[src/rtl/pll_ctrl_pkg.sv]
// Shared types and constants for the PLL controller: FSM states, ctrl_status codes,
// applied mul/div reset values and a counter-width helper.
package pll_ctrl_pkg;

  typedef enum logic [2:0] {
    ST_OFF,
    ST_PRST,
    ST_WAIT_LOCK,
    ST_RUN,
    ST_FAULT
  } state_e;

  typedef enum logic [1:0] {
    STATUS_OFF   = 2'b00,
    STATUS_RUN   = 2'b01,
    STATUS_BUSY  = 2'b10,
    STATUS_FAULT = 2'b11
  } status_e;

  localparam logic [7:0] MUL_RESET = 8'd1;
  localparam logic [7:0] DIV_RESET = 8'd1;

  // Bits needed to hold (max_count - 1); never less than one bit.
  function automatic int unsigned cnt_width(input int unsigned max_count);
    return (max_count > 1) ? $clog2(max_count) : 1;
  endfunction

  function automatic status_e status_of(input state_e st);
    case (st)
      ST_RUN:                return STATUS_RUN;
      ST_PRST, ST_WAIT_LOCK: return STATUS_BUSY;
      ST_FAULT:              return STATUS_FAULT;
      default:               return STATUS_OFF;
    endcase
  endfunction

endpackage

[src/rtl/pll_ctrl_timer.sv]
// Loadable down-counter shared by the PRST hold and the lock timeout.
// done_o is high whenever the count has reached zero; load takes priority over counting.
module pll_ctrl_timer #(
  parameter int unsigned WIDTH = 8
) (
  input  logic             clk_i,
  input  logic             reset_i,
  input  logic             load_i,
  input  logic [WIDTH-1:0] load_val_i,
  output logic             done_o
);

  logic [WIDTH-1:0] cnt_q, cnt_d;

  always_comb begin
    // NOTE: every combinational output gets a default first, so no path can infer a latch.
    cnt_d = cnt_q;
    if (load_i) begin
      cnt_d = load_val_i;
    end else if (cnt_q != '0) begin
      cnt_d = cnt_q - 1'b1;
    end
  end

  always_ff @(posedge clk_i) begin
    // NOTE: sequential state uses non-blocking assignments so every register samples pre-edge values.
    if (reset_i) begin
      cnt_q <= '0;
    end else begin
      cnt_q <= cnt_d;
    end
  end

  assign done_o = (cnt_q == '0);

endmodule

[src/rtl/pll_ctrl.sv]
// PLL bring-up controller: config handshake, reset/lock sequencing, lock-loss recovery and faults.
// Define PLL_CTRL_TIMEOUT_EN to bound each lock attempt by LOCK_TIMEOUT and retry up to MAX_RETRY times.
module pll_ctrl
  import pll_ctrl_pkg::*;
#(
  parameter int unsigned RESET_CYCLES = 4,
  parameter int unsigned LOCK_TIMEOUT = 64,
  parameter int unsigned MAX_RETRY    = 2
) (
  input  logic       xo_clk,
  input  logic       reset,
  input  logic       cfg_req,
  input  logic [7:0] cfg_mul,
  input  logic [7:0] cfg_div,
  input  logic       cfg_bypass,
  input  logic       disable_req,
  input  logic       pll_locked,
  input  logic       pll_error,
  output logic       pll_enable,
  output logic       pll_bypass,
  output logic       pll_reset,
  output logic [7:0] pll_mul,
  output logic [7:0] pll_div,
  output logic       clk_sel,
  output logic       cfg_ack,
  output logic       cfg_err,
  output logic [1:0] ctrl_status,
  output logic       fault_irq
);

  localparam int unsigned TIMER_W =
    cnt_width((RESET_CYCLES > LOCK_TIMEOUT) ? RESET_CYCLES : LOCK_TIMEOUT);
  localparam logic [TIMER_W-1:0] PRST_LOAD = TIMER_W'(RESET_CYCLES - 1);
  localparam logic [TIMER_W-1:0] WAIT_LOAD = TIMER_W'(LOCK_TIMEOUT - 1);

  state_e     state_q, state_d;
  logic [7:0] mul_q, mul_d;
  logic [7:0] div_q, div_d;
  logic       bypass_q, bypass_d;
  logic       enable_q, enable_d;
  logic       prst_q, prst_d;
  logic       sel_q, sel_d;
  logic       ack_q, ack_d;
  logic       err_q, err_d;
  status_e    status_q, status_d;
  logic       irq_q, irq_d;

  logic               take_cfg;
  logic               cfg_valid;
  logic               timer_load;
  logic [TIMER_W-1:0] timer_val;
  logic               timer_done;

`ifdef PLL_CTRL_TIMEOUT_EN
  localparam int unsigned RETRY_W = cnt_width(MAX_RETRY + 1);
  logic [RETRY_W-1:0] retry_q, retry_d;
`endif

  assign cfg_valid = (cfg_mul != 8'd0) && (cfg_div != 8'd0);

  always_comb begin
    state_d  = state_q;
    mul_d    = mul_q;
    div_d    = div_q;
    bypass_d = bypass_q;
    ack_d    = 1'b0;
    err_d    = 1'b0;
    take_cfg = 1'b0;
`ifdef PLL_CTRL_TIMEOUT_EN
    retry_d  = retry_q;
`endif

    if (disable_req) begin
      state_d = ST_OFF;
    end else begin
      case (state_q)
        ST_OFF, ST_FAULT: take_cfg = cfg_req;
        ST_PRST: begin
          if (timer_done) state_d = ST_WAIT_LOCK;
        end
        ST_WAIT_LOCK: begin
          if (pll_error) begin
            state_d = ST_FAULT;
          end else if (pll_locked) begin
            state_d = ST_RUN;
          end
`ifdef PLL_CTRL_TIMEOUT_EN
          else if (timer_done) begin
            if (retry_q < RETRY_W'(MAX_RETRY)) begin
              retry_d = retry_q + 1'b1;
              state_d = ST_PRST;
            end else begin
              state_d = ST_FAULT;
            end
          end
`endif
        end
        ST_RUN: begin
          // A pending request is served before lock loss; an error outranks both.
          if (pll_error) begin
            state_d = ST_FAULT;
          end else if (cfg_req) begin
            take_cfg = 1'b1;
          end else if (!pll_locked) begin
            state_d = ST_WAIT_LOCK;
`ifdef PLL_CTRL_TIMEOUT_EN
            retry_d = '0;
`endif
          end
        end
        default: state_d = ST_OFF;
      endcase
    end

    if (take_cfg) begin
      if (cfg_valid) begin
        ack_d    = 1'b1;
        mul_d    = cfg_mul;
        div_d    = cfg_div;
        bypass_d = cfg_bypass;
        state_d  = ST_PRST;
`ifdef PLL_CTRL_TIMEOUT_EN
        retry_d  = '0;
`endif
      end else begin
        err_d = 1'b1;
      end
    end

    // Outputs are registered from the next state so they line up with the state register.
    enable_d = (state_d == ST_PRST) || (state_d == ST_WAIT_LOCK) || (state_d == ST_RUN);
    prst_d   = (state_d == ST_PRST);
    sel_d    = (state_q == ST_RUN) && (state_d == ST_RUN) && !bypass_q;
    status_d = status_of(state_d);
    irq_d    = (state_d == ST_FAULT) && (state_q != ST_FAULT);

    timer_load = (state_d != state_q) &&
                 ((state_d == ST_PRST) || (state_d == ST_WAIT_LOCK));
    timer_val  = (state_d == ST_PRST) ? PRST_LOAD : WAIT_LOAD;
  end

  pll_ctrl_timer #(
    .WIDTH(TIMER_W)
  ) u_timer (
    .clk_i     (xo_clk),
    .reset_i   (reset),
    .load_i    (timer_load),
    .load_val_i(timer_val),
    .done_o    (timer_done)
  );

  always_ff @(posedge xo_clk) begin
    if (reset) begin
      state_q  <= ST_OFF;
      mul_q    <= MUL_RESET;
      div_q    <= DIV_RESET;
      bypass_q <= 1'b0;
      enable_q <= 1'b0;
      prst_q   <= 1'b1;
      sel_q    <= 1'b0;
      ack_q    <= 1'b0;
      err_q    <= 1'b0;
      status_q <= STATUS_OFF;
      irq_q    <= 1'b0;
    end else begin
      state_q  <= state_d;
      mul_q    <= mul_d;
      div_q    <= div_d;
      bypass_q <= bypass_d;
      enable_q <= enable_d;
      prst_q   <= prst_d;
      sel_q    <= sel_d;
      ack_q    <= ack_d;
      err_q    <= err_d;
      status_q <= status_d;
      irq_q    <= irq_d;
    end
  end

`ifdef PLL_CTRL_TIMEOUT_EN
  always_ff @(posedge xo_clk) begin
    if (reset) begin
      retry_q <= '0;
    end else begin
      retry_q <= retry_d;
    end
  end
`endif

  assign pll_enable  = enable_q;
  assign pll_bypass  = bypass_q;
  assign pll_reset   = prst_q;
  assign pll_mul     = mul_q;
  assign pll_div     = div_q;
  assign clk_sel     = sel_q;
  assign cfg_ack     = ack_q;
  assign cfg_err     = err_q;
  assign ctrl_status = status_q;
  assign fault_irq   = irq_q;

endmodule

[config.mk]
export PLATFORM = sky130hd
export DESIGN_NAME = pll_ctrl
export DESIGN_NICKNAME = d
export VERILOG_FILES = /design/src/rtl/pll_ctrl_pkg.sv /design/src/rtl/pll_ctrl_timer.sv /design/src/rtl/pll_ctrl.sv
export SDC_FILE = /design/constraint.sdc
export NUM_CORES = 1
export LEC_CHECK = 0
export ABC_AREA = 1
export BUFFER_PORTS_ARGS = -buffer_cell sky130_fd_sc_hd__buf_2
export CORE_MARGIN = 2
export CORE_UTILIZATION = 45
export DETAILED_ROUTE_END_ITERATION = 12
export PLACE_DENSITY = 0.72
export SLEW_MARGIN = 20
export SYNTH_ARGS = -nofsm -noshare
export SYNTH_HDL_FRONTEND = slang
export SYNTH_SLANG_ARGS = --single-unit
[constraint.sdc]
create_clock -name xo_clk -period 1.74 [get_ports xo_clk]
set_input_delay 0.261 -clock xo_clk [delete_from_list [all_inputs] [get_ports xo_clk]]
set_output_delay 0.261 -clock xo_clk [all_outputs]
set_load 0.02 [all_outputs]
==> flow_summary.yaml <==
clock_tree:
  clock_latency_ns: 0.34
  cts_tree: "yes"
  htree_levels: 2
  path_clk_slew_ns: 0.11
  root_buffer: "clkbuf_4"
  numCtsBuffers: 5
  numClockSinks: 34
  clockBufferDepth: 2
  cts_hold_buf: 0
drt:
  ant_nets: 0
  dr.pass1.iters: 4
  route.vias.total: 1507
  drc: 0
  drt_first_iter_violations: 58
  via_per_inst: 4.78
  wire_per_inst_um: 11.2
  wl_um: 3520
synth:
  synth-seq-cells: 34
  synth_flop_cell: "dfxtp_1"
  synth_most_common_cell: "nor2_1"
  synth_area_mm2: 0.00152
  synth_cell_types: 28
  synth_nets: 230
  synth_area_per_cell_um2: 7.42
  synth_edf_count: 0
  yosysTopAreaCell: "dfxtp_1"
  syn-instance-count: 205
  synthTopCellsByArea: "dfxtp_1, nor2_1, nand2_1"
  seq_area_frac_synth: 0.448
  synth_commonest_cells: "nor2_1, dfxtp_1, nand2_1, o21ai_0, inv_1"
  synth_top_area_share: 0.448
  yosys_warnings: 0
  async_flop_share: 0
final_layout:
  final_util: 0.640
  stdcell_count: 315
  drive_gt1_frac: 0.405
  final_cell_area_mm2: 0.00210
  diodes: 0
  area_growth_pct: 38.4
  nets: 293
status:
  violations: "negative setup slack"
  status: "finished with violations"
sta:
  finalHoldViolations: 0
  fin_skew_ns: 0.0114
  maxSlewHeadroom: 0.714
  layout_setup_ws_ns: -0.0105
  slew_violations: 0
  fmax_mhz: 571
  worst_pin_slew_ns: 0.428
  finalCritPeriodShare: 1.01
  finalCriticalPeriod_ns: 1.75
  grt_setup_unrepaired: "yes"
  setup_viol: 1
global_routing:
  grt_antenna_before_repair: 0
  gr-total-overflow: 0
  grt_pass1_wl_um: 5850
  grt_pass1_vias: 1303
  globalRouteTotalUtil: 0.189
  grt_max_degree: 20
power_and_ir_drop:
  vdd_drop_max_mv: 0.541
  leakagePower_nw: 1.04
  p_per_area_mw_per_mm2: 1300
setup_path:
  startpoint_type: "flop"
  arrival_ns: 2.02
  crit_top_cell: "nand2_1"
  cp-startpoint: "u_timer.cnt_q[0]"
  required_ns: 2.01
  end_kind: "flop"
  slowest_delay_ns: 0.35
  crit_family: "simple AND/OR/NAND/NOR gates"
  cp_max_fo: 7
  crit_buf_inv: 3
  crit_path_top_delay_cell: "dfxtp_2"
  worst_r2r_startpoint: "u_timer.cnt_q[0]"
  criticalPathCategory: "flop to flop"
  path_cells: "inv_2 > ha_4 > nand2_2 > nor2_4 > inv_2 > nand2_1 > nand2_1 > nand2_2 > nand2_4 > nand2_1 > nand2_1 > nand3_2 > nand2_4 > buf_4 > a21oi_1"
placed_design:
  dpl.cell_count: 304
  dpl.hpwl_um: 2450
  io_buffers: 47
  place_congestion: 0.824
  post-place-ws_ns: -0.0252
  dpl_cell_area_mm2: 0.00187
floorplan:
  die_h_um: 62.1
  dieArea_mm2: 0.00386
  die-width_um: 62.1
  start_util: 0.463
  ios: 48
  core_mm2: 0.00328
  rows: 21
hold_path:
  worstHoldStart: "cfg_mul[0]"
  hold_path.class: "primary input to flop"
job:
  maxCapViolations: 0
-- final timing paths --
| path | to | cells after the start | slack [ns] |
|---|---|---|---|
| worst max-delay path | u_timer.cnt_q[0] | 15 | -0.01 |
| worst min-delay path | pll_mul[0] | 3 | 0.14 |
| worst max register to register | u_timer.cnt_q[0] | 15 | -0.01 |
| worst min register to register | clk_sel | 1 | 0.47 |
-- power breakdown --
part           internal (W)  total, W  switching, W
sequential         0.000891  0.000958     0.0000672
combinational      0.000467   0.00104      0.000571
clock              0.000449  0.000730      0.000281
-- tightest hold or removal path, cell delays in order --
cell     delay (ns)
buf_2          0.09
nand2_1        0.05
nand3_1        0.05
-- repair_timing --
action                                  in CTS  in global routing
endpoints found under the setup margin       5                 10
pin swaps                                    0                  5
buffers inserted                             1                  2
cloned                                       0                  0
resized for setup                            4                 26
-- routing by layer --
| layer | vias to the layer above | track usage | routed length, um |
|---|---|---|---|
| li1 | 773 | - | - |
| met1 | 680 | 0.253 | 1610 |
| met2 | 46 | 0.287 | 1640 |
| met3 | 8 | 0.0562 | 197 |
| met4 | 0 | 0.0750 | 65 |
| met5 | - | 0 | 0 |
-- layout make-up --
type                            count  area (um2)
Fill cell                         305        1180
Inverter                           19        73.8
Clock buffer                        5        37.5
Tap cell                           46        57.6
Clock inverter                      3        68.8
Multi-Input combinational cell    145         813
Sequential cell                    34         689
Timing Repair Buffer               63         363
-- registers in the layout, summed over array words and instances, names as in the netlist --
signal         cells
state_q            3
cfg_err            1
pll_bypass         1
pll_div            8
pll_mul            8
fault_irq          1
ctrl_status        2
pll_reset          1
u_timer.cnt_q      6
pll_enable         1
clk_sel            1
cfg_ack            1
-- layout by cell type, fill, tap and decap left out, types with 2 or more instances in the layout --
cell / n
nand2_4: 7
a21oi_2: 3
nor2_2: 4
xor2_1: 3
buf_6: 2
nor3_1: 2
inv_1: 12
dfxtp_2: 4
clkbuf_4: 5
buf_2: 47
dfxtp_1: 29
nand2_2: 3
buf_4: 14
nor2_1: 47
bufinv_16: 2
o21ai_0: 20
nand3_2: 2
a21oi_1: 6
inv_2: 5
nand3_1: 8
nand2_1: 25
xnor2_1: 2
nor2_4: 4
-- cell families (layout without fill, tap and decap cells) --
kind of cell / Yosys count / in the layout / synth area share
compound gates: 31 / 31 / 0.107
simple gates: 107 / 107 / 0.328
buf+inv: 26 / 90 / 0.0724
xor+xnor: 5 / 5 / 0.0288
flops: 34 / 34 / 0.448
fa+ha+maj: 2 / 2 / 0.0165
-- through the flow --
stage | power [W] | hold slack, ns | setup TNS (ns)
2_1_floorplan | 0.00161 | 0.374 | 0
5_1_grt | 0.00291 | 0.141 | -0.624
4_1_cts | 0.00259 | 0.133 | 0
6_report | 0.00273 | 0.137 | -0.0105
3_3_place_gp | 0.00186 | 0.446 | -0.195
3_5_place_dp | 0.00186 | 0.451 | -0.0766
Power figures use the tool's default switching activity.
